--- config.mk ---
export PLATFORM = sky130hd
export DESIGN_NAME = router_port_tx_flat
export DESIGN_NICKNAME = d
export VERILOG_FILES = /design/src/rtl/router_port_tx_if.sv /design/src/rtl/router_port_tx.sv /design/src/flat_wrapper.sv
export SDC_FILE = /design/constraint.sdc
export NUM_CORES = 1
export LEC_CHECK = 0
export CORE_MARGIN = 10
export CORE_UTILIZATION = 45
export CTS_CLUSTER_DIAMETER = 30
export DETAILED_ROUTE_END_ITERATION = 8
export PLACE_DENSITY = 0.74
export SLEW_MARGIN = 20
export SYNTH_ARGS = -nofsm -noshare
export SYNTH_HDL_FRONTEND = slang
export SYNTH_SLANG_ARGS = --single-unit
--- constraint.sdc ---
create_clock -name clk -period 1.8 [get_ports clk]
set_input_delay 0.36 -clock clk [delete_from_list [all_inputs] [get_ports clk]]
set_output_delay 0.36 -clock clk [all_outputs]
set_load 0.05 [all_outputs]
--- src/rtl/router_port_tx_if.sv ---
`default_nettype none
// ============================================================================
// router_port_tx_if : host-side request handshake (destination + payload byte)
// Revision: 1.0
// ============================================================================
interface router_port_tx_if;
    logic       s_valid;
    logic       s_ready;
    logic [1:0] s_dest;
    logic [7:0] s_data;

    modport master (output s_valid, output s_dest, output s_data, input  s_ready);
    modport slave  (input  s_valid, input  s_dest, input  s_data, output s_ready);
endinterface
`default_nettype wire

--- src/rtl/router_port_tx.sv ---
`default_nettype none
// ============================================================================
// router_port_tx : buffers host requests and serializes each one onto the
//                  router frame/valid/data lines (2 address bits, grant, 8 data)
// Revision: 1.0
// ============================================================================
module router_port_tx #(
    parameter int FIFO_DEPTH = 4
) (
    input  wire logic                          clk,
    input  wire logic                          reset_n,
    router_port_tx_if.slave                    host,
    output logic                               o_frame,
    output logic                               o_valid,
    output logic                               o_data,
    input  wire logic                          i_grant,
    output logic                               busy,
    output logic [15:0]                        pkt_cnt,
    output logic [$clog2(FIFO_DEPTH):0]        fifo_level
);

    localparam int              AW       = $clog2(FIFO_DEPTH);
    localparam logic [AW:0]     LVL_FULL = (AW+1)'(FIFO_DEPTH);
    localparam logic [AW:0]     LVL_ONE  = (AW+1)'(1);
    localparam logic [AW-1:0]   PTR_ONE  = AW'(1);

    typedef enum logic [2:0] {
        IDLE     = 3'd0,
        ADDR0    = 3'd1,
        ADDR1    = 3'd2,
        WAIT_GNT = 3'd3,
        DATA     = 3'd4,
        GAP      = 3'd5
    } state_t;

    logic [9:0]    mem_q [FIFO_DEPTH];
    logic [AW-1:0] wr_ptr_q, rd_ptr_q;
    logic [AW:0]   count_q, count_d;
    logic          push, pop;

    state_t        state_q, state_d;
    logic [1:0]    dest_q;
    logic [7:0]    shift_q;
    logic [2:0]    bit_cnt_q, bit_cnt_d;
    logic          pkt_inc;
    logic          frame_q, frame_d;
    logic          valid_q, valid_d;
    logic          data_q, data_d;
    logic          busy_q, busy_d;
    logic [15:0]   pkt_cnt_q;

    assign host.s_ready = (count_q != LVL_FULL);
    assign push         = host.s_valid && host.s_ready;

    always_comb begin
        count_d = count_q;
        if (push && !pop) begin
            count_d = count_q + LVL_ONE;
        end else if (!push && pop) begin
            count_d = count_q - LVL_ONE;
        end
    end

    // Storage needs no reset; the pointers and count define what is valid.
    always_ff @(posedge clk) begin
        if (push) begin
            mem_q[wr_ptr_q] <= {host.s_dest, host.s_data};
        end
    end

    always_ff @(posedge clk or negedge reset_n) begin
        if (!reset_n) begin
            wr_ptr_q <= '0;
            rd_ptr_q <= '0;
            count_q  <= '0;
        end else begin
            if (push) wr_ptr_q <= wr_ptr_q + PTR_ONE;
            if (pop)  rd_ptr_q <= rd_ptr_q + PTR_ONE;
            count_q <= count_d;
        end
    end

    always_comb begin
        state_d   = state_q;
        bit_cnt_d = bit_cnt_q;
        pop       = 1'b0;
        pkt_inc   = 1'b0;
        case (state_q)
            IDLE: begin
                if (count_q != '0) begin
                    pop     = 1'b1;
                    state_d = ADDR0;
                end
            end
            ADDR0: state_d = ADDR1;
            ADDR1, WAIT_GNT: begin
                if (i_grant) begin
                    state_d   = DATA;
                    bit_cnt_d = 3'd0;
                end else begin
                    state_d   = WAIT_GNT;
                end
            end
            DATA: begin
                bit_cnt_d = bit_cnt_q + 3'd1;
                if (bit_cnt_q == 3'd7) begin
                    state_d = GAP;
                    pkt_inc = 1'b1;
                end
            end
            GAP: begin
                if (count_q != '0) begin
                    pop     = 1'b1;
                    state_d = ADDR0;
                end else begin
                    state_d = IDLE;
                end
            end
            default: state_d = IDLE;
        endcase
    end

    // Serial lines are a registered image of the current state, one cycle behind it.
    always_comb begin
        frame_d = 1'b0;
        valid_d = 1'b0;
        data_d  = 1'b0;
        case (state_q)
            ADDR0: begin
                frame_d = 1'b1;
                data_d  = dest_q[0];
            end
            ADDR1, WAIT_GNT: begin
                frame_d = 1'b1;
                data_d  = dest_q[1];
            end
            DATA: begin
                frame_d = 1'b1;
                valid_d = 1'b1;
                data_d  = shift_q[bit_cnt_q];
            end
            default: ;
        endcase
        busy_d = (state_d != IDLE) || (count_d != '0);
    end

    always_ff @(posedge clk or negedge reset_n) begin
        if (!reset_n) begin
            state_q   <= IDLE;
            bit_cnt_q <= 3'd0;
            dest_q    <= 2'd0;
            shift_q   <= 8'd0;
            frame_q   <= 1'b0;
            valid_q   <= 1'b0;
            data_q    <= 1'b0;
            busy_q    <= 1'b0;
            pkt_cnt_q <= 16'd0;
        end else begin
            state_q   <= state_d;
            bit_cnt_q <= bit_cnt_d;
            frame_q   <= frame_d;
            valid_q   <= valid_d;
            data_q    <= data_d;
            busy_q    <= busy_d;
            if (pop) begin
                {dest_q, shift_q} <= mem_q[rd_ptr_q];
            end
            if (pkt_inc) begin
                pkt_cnt_q <= pkt_cnt_q + 16'd1;
            end
        end
    end

    assign o_frame    = frame_q;
    assign o_valid    = valid_q;
    assign o_data     = data_q;
    assign busy       = busy_q;
    assign pkt_cnt    = pkt_cnt_q;
    assign fifo_level = count_q;

endmodule
`default_nettype wire

--- src/flat_wrapper.sv ---
// flat-port wrapper written by rule: the top's interface ports become plain ports
module router_port_tx_flat 
#(
    parameter int FIFO_DEPTH = 4
)
  (clk, reset_n, o_frame, o_valid, o_data, i_grant, busy, pkt_cnt, fifo_level, host_s_valid, host_s_dest, host_s_data, host_s_ready);
  router_port_tx_if host_i ();
  input  wire logic clk;
  input  wire logic reset_n;
  output logic o_frame;
  output logic o_valid;
  output logic o_data;
  input  wire logic i_grant;
  output logic busy;
  output logic [15:0] pkt_cnt;
  output logic [$clog2(FIFO_DEPTH):0] fifo_level;
  input wire logic [$bits(host_i.s_valid)-1:0] host_s_valid;
  input wire logic [$bits(host_i.s_dest)-1:0] host_s_dest;
  input wire logic [$bits(host_i.s_data)-1:0] host_s_data;
  output wire logic [$bits(host_i.s_ready)-1:0] host_s_ready;
  assign host_i.s_valid = host_s_valid;
  assign host_i.s_dest = host_s_dest;
  assign host_i.s_data = host_s_data;
  assign host_s_ready = host_i.s_ready;
  router_port_tx #(.FIFO_DEPTH(FIFO_DEPTH)) u_core (.clk(clk), .reset_n(reset_n), .host(host_i), .o_frame(o_frame), .o_valid(o_valid), .o_data(o_data), .i_grant(i_grant), .busy(busy), .pkt_cnt(pkt_cnt), .fifo_level(fifo_level));
endmodule
==> impl_metrics.py, run 1 <==
metrics = {
    "run_status": {
        "status": "completed",
    },
    "setup_path": {
        "path_cells": "inv_2 > ha_4 > nor2b_4 > or3_4 > a21oi_2 > a2bb2oi_2 > buf_4 > inv_1",
        "crit_arrival_ps": 1970,
        "required_ps": 2060,
        "critPathLaunchType": "flip-flop",
        "path_class": "reg -> reg",
        "critPathSlowestCell": "or3_4",
        "crit_fanout": 3,
        "endpoint_kind": "flip-flop",
        "slowest_delay_ps": 420,
    },
    "synthesis": {
        "netlist.area_leader.share_pct": 34.46,
        "ys.flop_type": "dfrtp_1",
        "synthesis.area_um2": 3486,
        "synth_top_family_by_area": "multiplexers",
        "postSynthRegisterBits": 83,
        "ys_async_sr_fraction_pct": 51.81,
        "synth_cell_types": 40,
        "synth_commonest_cells": "dfrtp_1 (43), edfxtp_1 (40), xnor2_1 (17)",
        "seq_area_frac_synth_pct": 65.33,
        "synthSimpleGateAreaFrac_pct": 7.861,
        "synthMostInstantiatedCell": "dfrtp_1",
        "ys_warn_count": 0,
        "synth_xor_area_share_pct": 5.528,
        "synth_nets": 242,
        "synth_mux_area_share_pct": 11.27,
        "synthAdderAreaFrac_pct": 3.877,
        "synth_compound_area_share_pct": 3.410,
        "synth.largest_area_cell": "edfxtp_1",
        "netlist_instances": 218,
        "yosys-top-cells-area": "edfxtp_1 (34%), dfrtp_1 (31%), mux4_2 (7.8%)",
        "synth_edf_count": 40,
        "syn_area_per_cell_um2": 15.99,
    },
    "timing": {
        "final-max-slew-violation-count": 0,
        "fin_setup_tns_ps": 0,
        "skew_ps": 8.675,
        "fmax_mhz": 582.6,
        "finalCritPeriodShare_pct": 95.35,
        "hold_ws_ps": 478.6,
        "setup_viol": 0,
        "hold_violations": 0,
        "relSlewSlack_pct": 63.60,
        "finalCriticalPeriod_ps": 1716,
        "rsz0062_at_grt": "yes",
        "worstMarginPinSlew_ps": 546.0,
    },
    "place": {
        "dp_hpwl_um": 4399,
        "place.gp.congestion": 0.7762,
        "io_buffers": 37,
        "post_dp_cell_area_um2": 4033,
    },
    "detailed_routing": {
        "wire_per_inst_um": 15.17,
        "vias": 1908,
        "drt_iter0_drc": 48,
        "firstDrtPassIters": 4,
        "drt-total-wl_um": 5872,
        "vias_per_cell": 4.930,
        "ant_nets": 0,
        "drc_errors": 0,
    },
    "clock_tree": {
        "clkLatencyLatePin_ps": 350,
        "clockRootBuffer": "clkbuf_8",
        "cts_sinks": 83,
        "cts_made_buffers": 9,
        "cts_buffer_depth": 2,
        "cts_tree": "built",
        "cts.htree.levels": 3,
        "path_clk_slew_ps": 90,
    },
    "floorplanning": {
        "die-area_um2": 11670,
        "die_w_um": 108.0,
        "coreArea_um2": 7647,
        "die_h_um": 108.0,
        "floorplan.initialDensity_pct": 45.58,
        "ios": 38,
        "rows": 32,
    },
    "grt": {
        "grt_pass1_vias": 2019,
        "antenna_found_initial": 0,
        "grt_pass1_wl_um": 10080,
        "grt_use_total_pct": 10.92,
        "grt.overflow.total": 0,
        "grt_max_degree": 26,
    },
    "pwr": {
        "p_per_area_nw_per_um2": 1544,
        "total_power_mw": 6.629,
        "vdd_drop_max_mv": 0.7097,
        "p_leak_nw": 1.805,
    },
    "min_path": {
        "hold_path_class": "reg -> reg",
    },
    "finish": {
        "fin_util_pct": 56.14,
        "synthToLayoutAreaGrowth_pct": 23.15,
        "finalNetCount": 304,
        "design_area_um2": 4293,
        "diodes": 0,
        "drive_gt1_share_pct": 37.19,
    },
    "run": {
        "maxCapViolations": 0,
    },
}
critical path: cells and delay by family, from the launching register on:
kind                       cells  cell delay [ps]
DFF                            1              370
buffers and inverters          3              210
AOI/OAI and AO/OA              2              320
adders and majority gates      1              160
and+or+nand+nor                2              560
what timing repair did:
| item | 4_1_cts | 5_1_grt |
|---|---|---|
| endpoints found under the setup margin | 1 | 15 |
| cloned | 0 | 0 |
| buffers inserted | 0 | 5 |
| hold buffers | 1 | 0 |
| resized for setup | 1 | 5 |
| pin swaps | 0 | 4 |
| endpoints found under the hold margin | 23 | 0 |
routing by layer:
layer / wire length, um / track usage (%) / share of wire (%) / up-vias
met3: 392 / 4.997 / 6.7 / 7
met1: 2713 / 14.22 / 46 / 949
met2: 2699 / 15.91 / 46 / 40
met4: 67 / 3.435 / 1.1 / 0
met5: 0 / 0 / 0 / -
li1: - / - / - / 912
path summary, 6_finish.rpt:
check / start / to / slack (ps) / depth (start not counted)
max: u_core.fifo_level[1]$_DFF_PN0_ / u_core.fifo_level[1]$_DFF_PN0_ / 80 / 8
min: u_core.pkt_cnt[15]$_DFFE_PN0P_ / u_core.pkt_cnt[15]$_DFFE_PN0P_ / 480 / 1
max reg2reg: u_core.fifo_level[1]$_DFF_PN0_ / u_core.fifo_level[1]$_DFF_PN0_ / 80 / 8
min reg2reg: u_core.pkt_cnt[15]$_DFFE_PN0P_ / u_core.pkt_cnt[15]$_DFFE_PN0P_ / 480 / 1
max in group asynchronous: reset_n / u_core.shift_q[2]$_DFFE_PN0P_ / 710 / 3
min in group asynchronous: reset_n / u_core.wr_ptr_q[1]$_DFFE_PN0P_ / 520 / 2
cell type report:
cell class | instances | area, um2
sequential | 83 | 2280
inverter | 11 | 41.29
multi-input combinational | 116 | 1177
timing repair buffer | 59 | 485.5
clock inverter | 7 | 57.56
fill | 611 | 3354
tap | 102 | 127.6
clock buffer | 9 | 123.9
stage by stage:
step                std cells  setup slack, ps
finish                    387            83.63
global route              387           -22.24
CTS                       382            16.84
detailed placement        365           -68.51
global placement          365           -31.41
floorplan                 218           -156.5
report_power, final:
group	internal (mW)	leakage, nW	switching (mW)
sequential	2.50	0.913	0.303
combinational	1.34	0.802	1.27
clock	0.522	0.0902	0.694
layout by cell type, fill, tap and decap left out, types with 9 or more instances in the layout:
cell              n
nand2_1          13
mux2_2           10
inv_1             9
xnor2_1          17
ha_1              9
clkdlybuf4s50_1  12
clkbuf_8          9
mux4_2           12
edfxtp_1         40
buf_4            44
dfrtp_1          41
registers in the layout (all words and copies together) (netlist names), 3 cells and up:
signal and cells:
u_core.fifo_level 3, u_core.pkt_cnt 16, u_core.state_q 3, u_core.mem_q 40
u_core.shift_q 8, u_core.bit_cnt_q 3
cell families after synthesis:
group	count (synthesis)
flops	83
simple gates	45
mux	23
xor+xnor	22
buf+inv	19
compound gates	15
fa+ha+maj	11
No activity file was read; power rests on OpenSTA's default activity.
==> inputs of run 2 (changes only) <==
--- a/config.mk
+++ b/config.mk
@@ -5,6 +5,8 @@
 export SDC_FILE = /design/constraint.sdc
 export NUM_CORES = 1
 export LEC_CHECK = 0
+export ABC_AREA = 1
+export CORE_ASPECT_RATIO = 1.75
 export CORE_MARGIN = 10
 export CORE_UTILIZATION = 45
 export CTS_CLUSTER_DIAMETER = 30
==> impl_metrics.py, run 2 <==
metrics = {
    "run_status": {
        "status": "completed",
    },
    "floorplanning": {
        "floorplan.initialDensity_pct": 46.13,
        "rows": 43,
        "die_w_um": 88.30,
        "die_h_um": 139.5,
        "die-area_um2": 12320,
        "ios": 38,
        "coreArea_um2": 7963,
    },
    "synthesis": {
        "synthesis.area_um2": 3674,
        "netlist_instances": 349,
        "seq_area_frac_synth_pct": 61.99,
        "synth_nets": 373,
        "syn_area_per_cell_um2": 10.53,
        "ys_warn_count": 0,
        "netlist.area_leader.share_pct": 32.70,
        "synth_cell_types": 32,
        "synth.largest_area_cell": "edfxtp_1",
        "ys_async_sr_fraction_pct": 51.81,
        "synthMostInstantiatedCell": "nand2_1",
        "yosys-top-cells-area": "edfxtp_1 (33%), dfrtp_1 (29%), nand2_1 (5.1%)",
        "ys.flop_type": "dfrtp_1",
        "synth_commonest_cells": "nand2_1 (50), nor2_1 (49), dfrtp_1 (43)",
        "postSynthRegisterBits": 83,
        "synth_edf_count": 40,
    },
    "setup_path": {
        "critPathLaunchType": "flip-flop",
        "reg2reg_setup_slack_ps": 130,
        "rr_startpoint": "u_core.fifo_level[0]$_DFF_PN0_",
        "crit_arrival_ps": 1360,
        "endpoint_kind": "output port",
        "required_ps": 1440,
        "slowest_delay_ps": 430,
        "critPathSlowestCell": "dfrtp_2",
        "r2r_cells": 9,
        "rr_endpoint": "u_core.busy$_DFF_PN0_",
        "path_class": "reg -> out",
        "crit_fanout": 4,
        "path_cells": "inv_1 > ha_1 > nand2_4 > buf_12",
    },
    "finish": {
        "design_area_um2": 4494,
        "largest_register_ff_count": 40,
        "fin_util_pct": 56.44,
        "drive_gt1_share_pct": 17.79,
        "finalNetCount": 418,
        "final_common_cell": "nand2_1",
        "synthToLayoutAreaGrowth_pct": 22.34,
        "layout_common_cells": "nand2_1 (50), nor2_1 (45), dfrtp_1 (40), edfxtp_1 (40), inv_1 (37)",
        "regMostFlops": "u_core.mem_q",
        "diodes": 0,
    },
    "place": {
        "dp_hpwl_um": 5505,
        "place.gp.congestion": 0.8387,
        "io_buffers": 37,
        "post_dp_cell_area_um2": 4153,
    },
    "clock_tree": {
        "clkLatencyLatePin_ps": 340,
        "cts_buffer_depth": 2,
        "cts_tree": "built",
        "cts_resized": 0,
        "cts.htree.levels": 3,
        "cts_made_buffers": 9,
        "cts_sinks": 83,
        "cts_setup_buffers": 0,
        "path_clk_slew_ps": 60,
        "clockRootBuffer": "clkbuf_16",
        "holdBufCountCts": 0,
    },
    "detailed_routing": {
        "firstDrtPassIters": 4,
        "drt-total-wl_um": 7324,
        "drt_iter0_drc": 104,
        "wire_per_inst_um": 14.98,
        "ant_nets": 0,
        "drc_errors": 0,
        "vias": 2523,
        "vias_per_cell": 5.160,
    },
    "timing": {
        "skew_ps": 8.913,
        "setup_viol": 0,
        "fmax_mhz": 580.7,
        "fin_setup_tns_ps": 0,
        "rsz0062_at_grt": "no",
        "finalCriticalPeriod_ps": 1722,
        "hold_violations": 0,
        "hold_ws_ps": 83.03,
        "finalCritPeriodShare_pct": 95.68,
        "final-max-slew-violation-count": 0,
        "relSlewSlack_pct": 64.27,
        "worstMarginPinSlew_ps": 536.0,
    },
    "pwr": {
        "p_per_area_nw_per_um2": 1644,
        "p_leak_nw": 1.928,
        "vdd_drop_max_mv": 0.8677,
    },
    "grt": {
        "grt_max_degree": 44,
        "antenna_found_initial": 0,
        "grt_pass1_wl_um": 12520,
        "grt_pass1_vias": 2719,
        "grt_use_total_pct": 13.01,
        "grt.overflow.total": 0,
    },
    "min_path": {
        "hold_path_class": "in -> async",
    },
    "run": {
        "maxCapViolations": 0,
    },
}
-- run 2: worst max path at each step --
stage                                              start                              to  depth (start not counted)
after global placement                      host_s_valid    u_core.mem_q[3][1]$_DFFE_PP_                          3
after CTS                 u_core.fifo_level[0]$_DFF_PN0_                    host_s_ready                          4
after floorplan            u_core.pkt_cnt[0]$_DFFE_PN0P_  u_core.pkt_cnt[12]$_DFFE_PN0P_                          7
after detailed placement                    host_s_valid    u_core.mem_q[0][7]$_DFFE_PP_                          3
final                     u_core.fifo_level[0]$_DFF_PN0_                    host_s_ready                          4
after global routing      u_core.fifo_level[0]$_DFF_PN0_                    host_s_ready                          4
-- run 2: final cells by class --
cell class,instances,area (um2)
clock buffers,9,225.2
clock inverters,7,116.4
fillers,681,3468
inverters,40,150.1
multi-input cells,218,1254
flip-flops and latches,83,2281
well taps,90,112.6
repair buffers,42,355.3
-- run 2: kinds of logic after synthesis --
| group | count (synthesis) | synth area share (%) |
|---|---|---|
| and+or+nand+nor | 139 | 17.88 |
| DFF | 83 | 61.99 |
| AOI/OAI and AO/OA | 54 | 8.072 |
| buffers and inverters | 48 | 5.075 |
| xor gates and xnor gates | 15 | 3.576 |
| adders and majority gates | 10 | 3.406 |
-- run 2: layer usage --
| metal | part of all wire, % | vias to the layer above | GRT usage, % | routed length, um |
|---|---|---|---|---|
| met2 | 56 | 62 | 23.12 | 4070 |
| met5 | 0 | - | 0 | 0 |
| li1 | - | 1252 | - | - |
| met1 | 37 | 1194 | 12.66 | 2697 |
| met4 | 2.0 | 0 | 6.501 | 146 |
| met3 | 5.6 | 15 | 4.559 | 409 |
-- run 2: worst max-delay path: cells and delay by family (launching register included) --
family                   cells  cell delay [ps]
flip-flops                   1              430
buffers and inverters        2              270
AND/OR/NAND/NOR              1              100
adder cells (fa/ha/maj)      1              220
-- run 2: report_power, final --
group          internal (mW)  total, mW  switching (mW)
clock network           1.35       2.07           0.716
registers               2.52       2.80           0.284
logic                  0.833       2.52            1.69
total                   4.70       7.39            2.69
-- run 2: per-stage QoR --
step,setup WS (ps),total power [mW],instances
2_1_floorplan,8.403,4.681,349
4_1_cts,62.17,7.468,489
5_1_grt,2.402,7.907,489
6_report,77.84,7.388,489
3_5_place_dp,98.22,5.358,473
3_3_place_gp,144.3,5.275,473
==> inputs of run 3 (changes only) <==
--- a/config.mk
+++ b/config.mk
@@ -10,8 +10,10 @@
 export CORE_MARGIN = 10
 export CORE_UTILIZATION = 45
 export CTS_CLUSTER_DIAMETER = 30
+export CTS_CLUSTER_SIZE = 8
 export DETAILED_ROUTE_END_ITERATION = 8
 export PLACE_DENSITY = 0.74
+export SKIP_LAST_GASP = 1
 export SLEW_MARGIN = 20
 export SYNTH_ARGS = -nofsm -noshare
 export SYNTH_HDL_FRONTEND = slang
==> results of run 3 <==
Same layout as run 2: the final DEF is identical, and so are final timing and power.
==> RTL change 1 (flow settings as in run 2) <==
Reset style: synchronous (`reset_n`), changed in 2 clocked blocks.
--- a/src/rtl/router_port_tx.sv
+++ b/src/rtl/router_port_tx.sv
@@ -68,7 +68,7 @@
         end
     end
 
-    always_ff @(posedge clk or negedge reset_n) begin
+    always_ff @(posedge clk) begin
         if (!reset_n) begin
             wr_ptr_q <= '0;
             rd_ptr_q <= '0;
@@ -144,7 +144,7 @@
         busy_d = (state_d != IDLE) || (count_d != '0);
     end
 
-    always_ff @(posedge clk or negedge reset_n) begin
+    always_ff @(posedge clk) begin
         if (!reset_n) begin
             state_q   <= IDLE;
             bit_cnt_q <= 3'd0;
Behaviour: differs if reset_n is asserted again (counterexample within 4 cycles, from zero or initial values and one cycle with reset_n low); with reset_n held inactive, the same outputs for 10 cycles.
==> RTL change 1 against run 2 <==
- power down 18%
- final cell count up 8.0%
- routed wire length down 0.83%
- maximum frequency up 7.9%
- sequential cell count unchanged
- worst setup slack better by 0.13 ns
- critical endpoint is now u_core.mem_q[0][6]
- area after synthesis down 2.0%
- design area down 1.9%
- largest power group unchanged
- core utilization down 0.34 points
==> RTL change 1: results (changes against run 2) <==
[placement]
placed_cells=511  ; was 473
placedInstanceArea_um2=4091  ; was 4153 um2
place_hpwl_um=5576  ; was 5505 um
preCtsSetupSlack_ns=0.02312  ; was 0.09822 ns

[yosys]
synth_ff_type=dfxtp_1  ; was dfrtp_1
synth_compound_gate_area_share=0.1279  ; was 0.08072
synthTopCellsByArea=edfxtp_1, dfxtp_1, nor2_1, o21ai_0, nand2_1  ; was edfxtp_1, dfrtp_1, nand2_1, nor2_1, o21ai_0
syn_inst=389  ; was 349
synthXorXnorAreaFrac=0.007297  ; was 0.03576
yosys.cell_types.count=35  ; was 32

[critical_path]
crit_path_end_kind=flop  ; was output port
regToRegSetupSlack_ns=0.20  ; was 0.13 ns
r2r_end=u_core.mem_q[0][6]  ; was u_core.busy
critPathSlowestCell=dfxtp_4  ; was dfrtp_2
worst_ep_arrival_time_ns=1.60  ; was 1.36 ns
max_stage_delay_ns=0.36  ; was 0.43 ns

[power]
power_density_nw_per_um2=1379  ; was 1644 nW/um2
clockPowerShare=0.286  ; was 0.280
power_leakage_nw=1.787  ; was 1.928 nW
p_sw_frac=0.3461  ; was 0.3642

[global_route]
grt_pass1_wl_um=12060  ; was 12520 um
grt_pass1_vias=2707  ; was 2719

[timing]
hold_ws_ns=0.4993  ; was 0.08303 ns
period_share=0.8865  ; was 0.9568
clock_skew_ns=0.005597  ; was 0.008913 ns
max-slew-margin-rel=0.7787  ; was 0.6427

[cells_and_area]
drive_gt1_frac=0.1735  ; was 0.1779
nets=457  ; was 418
fin_cells=528  ; was 489

[run_status]
status=completed  ; unchanged

[worst_hold_path]
hold_path_class=reg2reg  ; was in2async

[drt]
drt_iter0_drc=138  ; was 104

==> RTL change 1: cell types whose count changed in the layout (fill, tap and decap cells not counted), moves of 6 or more <==
| cell | before | now |
|---|---|---|
| o21ai_1 | 1 | 14 |
| xnor2_1 | 7 | 1 |
| a21oi_1 | 3 | 19 |
| nor2_1 | 45 | 69 |
| xor2_1 | 8 | 2 |
| nand2_1 | 50 | 40 |
| a31oi_1 | 4 | 12 |
| o22ai_1 | 6 | 0 |
| dfxtp_1 | 0 | 39 |
| dfrtp_1 | 40 | 0 |
==> RTL change 1: routing by layer <==
layer	share of wire	track usage
met4	0.025	0.05902
met2	0.56	0.2238
met5	0	0
met3	0.053	0.03941
met1	0.36	0.1161
==> RTL change 1: area by class of cell <==
class | instances | area [um2]
tap | 90 | 112.6
timing repair buffer | 46 | 415.4
clock buffer | 12 | 269.0
multi-input combinational | 252 | 1364
fill | 685 | 3448
inverter | 41 | 153.9
sequential | 83 | 2069
clock inverter | 4 | 22.52
==> RTL change 2 (settings of run 2) <==
Made on the original files. `FIFO_DEPTH` is set to 4 in 2 places; all go to 8.
--- a/src/rtl/router_port_tx.sv
+++ b/src/rtl/router_port_tx.sv
@@ -5,7 +5,7 @@
 // Revision: 1.0
 // ============================================================================
 module router_port_tx #(
-    parameter int FIFO_DEPTH = 4
+    parameter int FIFO_DEPTH = 8
 ) (
     input  wire logic                          clk,
     input  wire logic                          reset_n,
--- a/src/flat_wrapper.sv
+++ b/src/flat_wrapper.sv
@@ -1,7 +1,7 @@
 // flat-port wrapper written by rule: the top's interface ports become plain ports
 module router_port_tx_flat 
 #(
-    parameter int FIFO_DEPTH = 4
+    parameter int FIFO_DEPTH = 8
 )
   (clk, reset_n, o_frame, o_valid, o_data, i_grant, busy, pkt_cnt, fifo_level, host_s_valid, host_s_dest, host_s_data, host_s_ready);
   router_port_tx_if host_i ();
Interface: changed (resized fifo_level); port bits go from 38 to 39. No check against the original RTL was run, so the function may have changed too.
==> RTL change 2 against run 2 <==
- highest routed layer unchanged
- sequential cell count rose by 43
- routed wire length rose by 53%
- worst setup slack improved by 0.039 ns
- clock power rose by 47%
- design area rose by 49%
- maximum frequency rose by 2.3%
- combinational power rose by 49%
- critical path type is now reg2reg
- sequential power rose by 46%
- power rose by 47%
- area after synthesis rose by 47%
- worst hold slack improved by 0.38 ns
- non-clock buffer count rose by 15
==> RTL change 2: results (changes against run 2) <==
[cells_and_area]
drive_gt1_frac=0.2000  ; was 0.1779
nFillCells=977  ; was 681
regMostFlops=u_core.mem_q  ; unchanged
nets=564  ; was 418
synthToLayoutAreaGrowth_pct=23.88  ; was 22.34%
largest_reg_flops=80  ; was 40
antenna_cells=0  ; unchanged

[global_route]
antenna_found_initial=0  ; unchanged
grt_pass1_wl_um=18000  ; was 12520 um
gr-usage-met1=0.1383  ; was 0.1266
use_met3=0.03933  ; was 0.04559
grt_use_met2=0.2587  ; was 0.2312
grtUsageTotal=0.1403  ; was 0.1301
grt_pass1_vias=3746  ; was 2719
grt_max_degree=47  ; was 44

[power]
pwr-share-seq=0.375  ; was 0.379
pg_comb_mw=3.75  ; was 2.52 mW
netSwitchingPower_mw=3.969  ; was 2.691 mW
power_leakage_nw=2.655  ; was 1.928 nW
peakVddDrop_mv=0.7715  ; was 0.8677 mV
power_mw=10.87  ; was 7.388 mW

[critical_path]
critical-path-top-delay-family=simple AND/OR/NAND/NOR gates  ; was flip-flops
max_stage_delay_ns=0.40  ; was 0.43 ns
worst_ep_arrival_time_ns=1.97  ; was 1.36 ns
crit_fanout=5  ; was 4

[placement]
placed_cells=656  ; was 473
preCtsSetupSlack_ns=-0.1074  ; was 0.09822 ns
gp_congestion=0.8510  ; was 0.8387
placedInstanceArea_um2=6113  ; was 4153 um2
place_hpwl_um=7893  ; was 5505 um
portBuffers=38  ; was 37

[clock_tree]
insertion_delay_ns=0.41  ; was 0.34 ns
cts_setup_buffers=0  ; unchanged
cts_buffers=17  ; was 9
hold_buffers=1  ; was 0
cts_resized=0  ; unchanged
cts_root_buf=clkbuf_16  ; unchanged
htree_levels=4  ; was 3
path_clk_slew_ns=0.05

[yosys]
syn_nets=505  ; was 373
synth_edf_count=80  ; was 40
synth-async-reset-ratio=0.3651  ; was 0.5181
synthTopCellsByArea=edfxtp_1, dfrtp_1, o21ai_0, nor2_1, nand2_1  ; was edfxtp_1, dfrtp_1, nand2_1, nor2_1, o21ai_0
synth_common_cells=edfxtp_1, nor2_1, nand2_1  ; was nand2_1, nor2_1, dfrtp_1
yosysSeqAreaShare=0.6591  ; was 0.6199
ys.warnings.count=0  ; unchanged
yosys.cell_types.count=29  ; was 32
syn_inst=484  ; was 349

[drt]
wl_met3_um=480  ; was 409 um
wl_met2_um=6252  ; was 4070 um
drt-met1-wl_um=4290  ; was 2697 um
wl_um=11220  ; was 7324 um
wl_per_cell_um=16.26  ; was 14.98 um
drt_first_pass_iters=4  ; unchanged
drt_iter0_drc=150  ; was 104
vias_per_cell=5.314  ; was 5.160

[worst_hold_path]
hold_path_class=in2async  ; unchanged

[timing]
max-slew-margin-rel=0.5548  ; was 0.6427
clock_skew_ns=0.008314  ; was 0.008913 ns

[run_status]
status=completed  ; unchanged

-- RTL change 2: cell count changes in the layout (fill, tap and decap cells not counted), sizes merged, moves of 4 or more --
| cell | run 2 | this run |
|---|---|---|
| nand3 | 16 | 21 |
| nor2 | 55 | 76 |
| clkbuf | 9 | 18 |
| clkinv | 3 | 8 |
| o221ai | 1 | 5 |
| nor3 | 3 | 7 |
| a31oi | 4 | 0 |
| o22ai | 6 | 10 |
| nand2 | 58 | 72 |
| edfxtp | 40 | 80 |
| o211ai | 3 | 16 |
| o21ai | 36 | 60 |
| xor2 | 8 | 12 |
| buf | 30 | 44 |
-- RTL change 2: kinds of logic after synthesis --
logic type / Yosys count / share of synthesized area
simple gates: 185 / 0.1546
flops: 126 / 0.6591
compound gates: 96 / 0.1023
buf+inv: 53 / 0.04015
xor+xnor: 17 / 0.02762
fa+ha+maj: 7 / 0.01624
-- RTL change 2: path summary, 6_finish.rpt --
check                                 endpoint                  from  slack (ns)  cells past startpoint
setup / recovery                   u_core.busy  u_core.fifo_level[0]        0.12                     13
hold / removal              u_core.wr_ptr_q[2]               reset_n        0.46                      3
setup reg to reg                   u_core.busy  u_core.fifo_level[0]        0.12                     13
hold reg to reg              u_core.shift_q[0]     u_core.shift_q[0]        0.47                      2
max in group asynchronous  u_core.bit_cnt_q[0]               reset_n        1.10                      3
min in group clk             u_core.shift_q[0]     u_core.shift_q[0]        0.47                      2
-- RTL change 2: cell type report --
type | instances | share of cell area
inverters | 36 | 0.02023
well taps | 135 | 0.02529
repair buffers | 57 | 0.08355
clock inverters | 13 | 0.01499
clock buffers | 18 | 0.06426
flip-flops and latches | 126 | 0.5328
multi-input cells | 305 | 0.2589
